===== src/rtl/midori_sched_pkg.sv =====
// Purpose : shared constants and FSM encoding for the masked Midori S-box layer scheduler.
// Latency : n/a (declarations only).
// Backpr. : n/a.
// Contents: default datapath latency / byte count, fresh-mask width, scheduler state enum.
package midori_sched_pkg;

   localparam int LAT_DEF    = 4;    // external masked S-box pipeline depth
   localparam int NBYTES_DEF = 8;    // bytes per 64-bit share (two nibbles each)
   localparam int RND_W      = 192;  // fresh randomness consumed per issued byte

   typedef enum logic [1:0] {
      IDLE  = 2'd0,
      ISSUE = 2'd1,
      DRAIN = 2'd2,
      DONE  = 2'd3
   } state_e;

endpackage


===== src/rtl/sched_tag_pipe.sv =====
// Purpose : delay line carrying a valid bit and byte index alongside the free-running datapath.
// Latency : LAT cycles from push to tail; one entry enters every cycle (bubbles enter as valid=0).
// Backpr. : none; the pipe never stalls, matching the datapath it shadows.
// Ports   : clk, rst (sync, active high); push_valid/push_idx enter stage 0;
//           tail_valid/tail_idx leave the last stage; pending = any stage holds a valid tag.
module sched_tag_pipe #(
   parameter int LAT = 4,
   parameter int IW  = 3
) (
   input  logic          clk,
   input  logic          rst,
   input  logic          push_valid,
   input  logic [IW-1:0] push_idx,
   output logic          tail_valid,
   output logic [IW-1:0] tail_idx,
   output logic          pending
);

   logic [LAT-1:0] vld;
   logic [IW-1:0]  ix [LAT];

   always_ff @(posedge clk) begin
      if (rst) begin
         vld <= '0;
         for (int i = 0; i < LAT; i++) ix[i] <= '0;
      end else begin
         vld[0] <= push_valid;
         ix[0]  <= push_valid ? push_idx : '0;
         for (int i = 1; i < LAT; i++) begin
            vld[i] <= vld[i-1];
            ix[i]  <= ix[i-1];
         end
      end
   end

   assign tail_valid = vld[LAT-1];
   assign tail_idx   = ix[LAT-1];
   assign pending    = |vld;

endmodule


===== src/rtl/sbox_layer_sched.sv =====
// Purpose : feeds a masked three-share state byte by byte through an external S-box datapath.
// Latency : NBYTES+LAT+1 cycles start->done, plus one cycle per rnd_valid stall.
// Backpr. : issue waits on rnd_valid; start is only accepted while idle.
// Ports   : clk, rst (sync, active high); start/busy/done command and status;
//           st1..3_in sampled on accepted start, st1..3_out hold the layer result;
//           rnd_data/rnd_valid/rnd_ready fresh-mask handshake;
//           sb_in1..3/sb_r drive the datapath, sb_out1..3 return LAT cycles later.
module sbox_layer_sched
   import midori_sched_pkg::*;
#(
   parameter int LAT    = LAT_DEF,
   parameter int NBYTES = NBYTES_DEF
) (
   input  logic                  clk,
   input  logic                  rst,
   input  logic                  start,
   output logic                  busy,
   output logic                  done,
   input  logic [8*NBYTES-1:0]   st1_in,
   input  logic [8*NBYTES-1:0]   st2_in,
   input  logic [8*NBYTES-1:0]   st3_in,
   output logic [8*NBYTES-1:0]   st1_out,
   output logic [8*NBYTES-1:0]   st2_out,
   output logic [8*NBYTES-1:0]   st3_out,
   input  logic [RND_W-1:0]      rnd_data,
   input  logic                  rnd_valid,
   output logic                  rnd_ready,
   output logic [7:0]            sb_in1,
   output logic [7:0]            sb_in2,
   output logic [7:0]            sb_in3,
   output logic [RND_W-1:0]      sb_r,
   input  logic [7:0]            sb_out1,
   input  logic [7:0]            sb_out2,
   input  logic [7:0]            sb_out3
);

   localparam int IW = (NBYTES > 1) ? $clog2(NBYTES) : 1;
   localparam int CW = $clog2(NBYTES + 1);

   state_e                 state;
   logic [IW-1:0]          idx;
   logic [CW-1:0]          cap_cnt;
   logic [NBYTES-1:0][7:0] sh1, sh2, sh3;
   logic [NBYTES-1:0][7:0] res1, res2, res3;
   logic                   issue;
   logic                   tail_valid;
   logic [IW-1:0]          tail_idx;
   logic                   pending;

   assign rnd_ready = (state == ISSUE);
   assign issue     = rnd_ready && rnd_valid;
   assign busy      = (state == ISSUE) || (state == DRAIN);
   assign done      = (state == DONE);

   // Outside an issue cycle the datapath sees zeros, so a stalled or finished
   // scheduler never re-presents shares or masks it has already used.
   assign sb_in1 = issue ? sh1[idx] : 8'h00;
   assign sb_in2 = issue ? sh2[idx] : 8'h00;
   assign sb_in3 = issue ? sh3[idx] : 8'h00;
   assign sb_r   = issue ? rnd_data : '0;

   assign st1_out = res1;
   assign st2_out = res2;
   assign st3_out = res3;

   sched_tag_pipe #(
      .LAT (LAT),
      .IW  (IW)
   ) u_tag_pipe (
      .clk        (clk),
      .rst        (rst),
      .push_valid (issue),
      .push_idx   (idx),
      .tail_valid (tail_valid),
      .tail_idx   (tail_idx),
      .pending    (pending)
   );

   always_ff @(posedge clk) begin
      if (rst) begin
         state <= IDLE;
         idx   <= '0;
         sh1   <= '0;
         sh2   <= '0;
         sh3   <= '0;
      end else begin
         case (state)
            IDLE: begin
               if (start) begin
                  state <= ISSUE;
                  idx   <= '0;
                  sh1   <= st1_in;
                  sh2   <= st2_in;
                  sh3   <= st3_in;
               end
            end
            ISSUE: begin
               // idx parks on the last byte rather than wrapping.
               if (issue) begin
                  if (idx == IW'(NBYTES - 1)) state <= DRAIN;
                  else                        idx   <= idx + 1'b1;
               end
            end
            DRAIN: begin
               if (!pending && (cap_cnt == CW'(NBYTES))) state <= DONE;
            end
            DONE:    state <= IDLE;
            default: state <= IDLE;
         endcase
      end
   end

   // Results land only when a live tag reaches the end of the pipe; bubbles
   // and anything in flight at reset never touch the output registers.
   always_ff @(posedge clk) begin
      if (rst) begin
         cap_cnt <= '0;
         res1    <= '0;
         res2    <= '0;
         res3    <= '0;
      end else begin
         if ((state == IDLE) && start) cap_cnt <= '0;
         else if (tail_valid)          cap_cnt <= cap_cnt + 1'b1;
         if (tail_valid) begin
            res1[tail_idx] <= sb_out1;
            res2[tail_idx] <= sb_out2;
            res3[tail_idx] <= sb_out3;
         end
      end
   end

endmodule


===== config.mk =====
export PLATFORM = sky130hd
export DESIGN_NAME = sbox_layer_sched
export DESIGN_NICKNAME = d
export VERILOG_FILES = /design/src/rtl/midori_sched_pkg.sv /design/src/rtl/sched_tag_pipe.sv /design/src/rtl/sbox_layer_sched.sv
export SDC_FILE = /design/constraint.sdc
export NUM_CORES = 1
export LEC_CHECK = 0
export BUFFER_PORTS_ARGS = -buffer_cell sky130_fd_sc_hd__buf_2
export CAP_MARGIN = 5
export CORE_AREA = 5 5 313 315
export CTS_CLUSTER_DIAMETER = 120
export DETAILED_ROUTE_END_ITERATION = 8
export DIE_AREA = 0 0 318 320
export PLACE_DENSITY = 0.41
export SETUP_SLACK_MARGIN = 0.3
export SLEW_MARGIN = 20
export SYNTH_ARGS = -nofsm -noshare
export SYNTH_HDL_FRONTEND = slang
export SYNTH_SLANG_ARGS = --single-unit

===== constraint.sdc =====
create_clock -name clk -period 3.8 [get_ports clk]
set_clock_uncertainty 0.15 [all_clocks]
set_input_delay 0.19 -clock clk [delete_from_list [all_inputs] [get_ports clk]]
set_output_delay 0.19 -clock clk [all_outputs]
set_load 0.005 [all_outputs]

==> impl_metrics.yaml <==
outcome:
  status: "finished clean"
worst_setup_path:
  crit_required_ns: 3.46
  crit_chain: "buf_4 -> mux4_2 -> mux2i_1 -> nor2_1 -> buf_2"
  arrival_ns: 2.84
  timing.critical_path.buf_inv: 2
  critPathMaxFanout: 42
  end_kind: "output port"
  critPathTopFamily: "flip-flops"
  start_kind: "register"
  crit_path_top_delay_cell: "dfxtp_4"
  path_class: "register to output port"
  slowest_delay_ns: 0.90
yosys:
  synth.distinct_cells: 34
  yosysWarnings: 0
  synthCells: 2148
  synth.cell_area_sq_um: 17240
  syn_nets: 2569
  ys_ff_latch: 409
  syn_area_per_cell_sq_um: 8.026
  synth_sequential_area_ratio_pct: 47.49
sta:
  period_needed_ns: 3.178
  min_period_over_period_pct: 83.63
  relSlewSlack_pct: 27.83
  tightest_slew_ns: 1.080
  drv_slew: 0
  finalHoldViolCount: 0
  final.setup.tns_ns: 0
  fmax_ghz: 0.3147
  rsz0062_at_grt: "no"
  setup_violations: 0
flow_run:
  cap_violations: 0
clocking:
  cts_made_buffers: 49
  htreeDepth: 2
  clkSinkCount: 409
  path_clk_slew_ns: 0.06
  clkLatencyLatePin_ns: 0.59
  cts_max_path_buffers: 3
  cts_tree: "done"
  cts_root_buf: "clkbuf_16"
global_routing:
  antenna_found_initial: 53
  first_global_vias: 18430
  grt_pass1_wl_microns: 148300
  grtUsageTotal_pct: 19.99
  grt_max_degree: 118
  grt_remaining_overflow: 0
layout:
  nNetsFinal: 3493
  area_delta_synth_final_pct: 52.93
  final_common_cell: "buf_2"
  final_cell_mix: "buf_2, nand2_1, dfxtp_1"
  stdcell_area_sq_um: 26370
  drive_gt1_share_pct: 31.95
routing:
  vias: 18750
  drt-total-wl_microns: 108200
  drc: 0
  first_pass_iters: 7
  vias_per_cell: 4.259
  wl_per_cell_microns: 24.58
  drt-initial-drc-count: 1319
  ant_nets: 0
placed_design:
  dp_hpwl_microns: 84560
  place_congestion: 1.097
  portBuffers: 822
  postPlaceCellArea_sq_um: 22420
floorplan:
  fp.coreArea_sq_um: 94590
  die_area_sq_um: 101800
  ios: 823
  start_util_pct: 18.23
  fp-row-count: 113
  die_y_microns: 320
  die_w_microns: 318
pwr:
  power_density_nw_per_um2: 509.6
  power_leakage_nw: 12.00
  ir_worst_vdd_mv: 0.3009
worst_hold_path:
  holdCritPathClass: "primary input to register"
==> repair_timing <==
item / 4_1_cts / 5_1_grt
buffers inserted: 0 / 0
gates resized for setup: 0 / 0
hold endpoints to repair: 399 / 0
hold buffers: 220 / 0
endpoints found under the setup margin: 0 / 0
==> cells by family after synthesis <==
kind of cell	synth area share, %
AO/OA/AOI/OAI	11.32
XOR/XNOR	0.1524
adder cells (fa/ha/maj)	0.6532
buffers and inverters	5.588
flip-flops	47.49
multiplexers	8.172
AND/OR/NAND/NOR	26.62
==> routing by layer <==
layer | GRT usage [%] | up-vias | routed length (microns)
li1 | - | 9010 | -
met1 | 28.57 | 8908 | 51040
met3 | 6.349 | 110 | 8703
met4 | 3.451 | 10 | 1709
met2 | 30.00 | 708 | 46680
met5 | 0 | - | 53
==> power by group <==
| group | total (mW) | internal [mW] | switching [mW] |
|---|---|---|---|
| logic | 3.56 | 1.38 | 2.19 |
| registers | 4.99 | 4.69 | 0.294 |
| clock network | 4.89 | 2.93 | 1.96 |
==> synthesized netlist by cell type, drive strengths merged <==
master,count,area [sq um]
nand4,2,12.51
nand3b,1,7.510
a21oi,387,1937
nor2,37,168.9
inv,4,15.01
nand3,5,25.02
a21boi,1,7.510
and2,6,37.54
dfxtp,409,8188
xnor2,1,8.760
nor2b,17,106.4
buf,89,495.5
nor4b,1,8.760
ha,9,112.6
nand2,777,2924
clkbuf,118,452.9
xor2,2,17.52
mux4,48,1119
and3,192,1201
nand2b,6,45.04
nor3,6,52.55
o21a,1,7.510
mux2i,29,290.3
==> through the flow <==
stage	hold WS (ns)	power (mW)	cells	util, %	setup slack [ns]
2_1_floorplan	0.1760	6.883	2148	-	2.062
3_3_place_gp	0.2759	8.533	4066	23.70	1.187
3_5_place_dp	0.2753	8.486	4066	23.70	1.184
4_1_cts	0.03734	13.64	4373	27.80	0.5262
5_1_grt	0.08897	14.13	4389	27.84	0.4034
6_report	0.07337	13.44	4401	27.87	0.6219
==> sequential cells by signal, indices dropped and copies added, names as in the netlist <==
| name | count |
|---|---|
| st1_out | 64 |
| u_tag_pipe.ix | 12 |
| cap_cnt | 4 |
| sh3 | 64 |
| sh2 | 64 |
| st3_out | 64 |
| state | 2 |
| st2_out | 64 |
| idx | 3 |
| sh1 | 64 |
| u_tag_pipe.vld | 4 |
==> worst register-to-register path: stages (launching register included) <==
cell,delay (ns)
dfxtp_1,0.36
inv_1,0.12
ha_1,0.29
and2_4,0.51
buf_12,0.38
nand2_1,0.13
a21oi_1,0.13
dlygate4sd3_1,0.57
==> layout make-up <==
type / count / area [sq um]
fill: 10360 / 68220
sequential: 409 / 8194
multi-input combinational: 1528 / 8114
timing repair buffer: 1080 / 6714
tap: 1265 / 1583
clock buffer: 71 / 1450
clock inverter: 16 / 225.2
antenna: 28 / 70.07
inverter: 4 / 15.01
==> path summary, 6_finish.rpt <==
path                                     startpoint             endpoint  cells past startpoint  slack, ns
worst max-delay path                         idx[0]            sb_in3[2]                      5       0.62
worst min-delay path                          start             state[0]                      5       0.07
worst max register to register             state[0]              sh3[55]                      7       1.13
worst min register to register  u_tag_pipe.ix[2][0]  u_tag_pipe.ix[3][0]                      1       0.29
No activity file was read; power rests on OpenSTA's default activity.
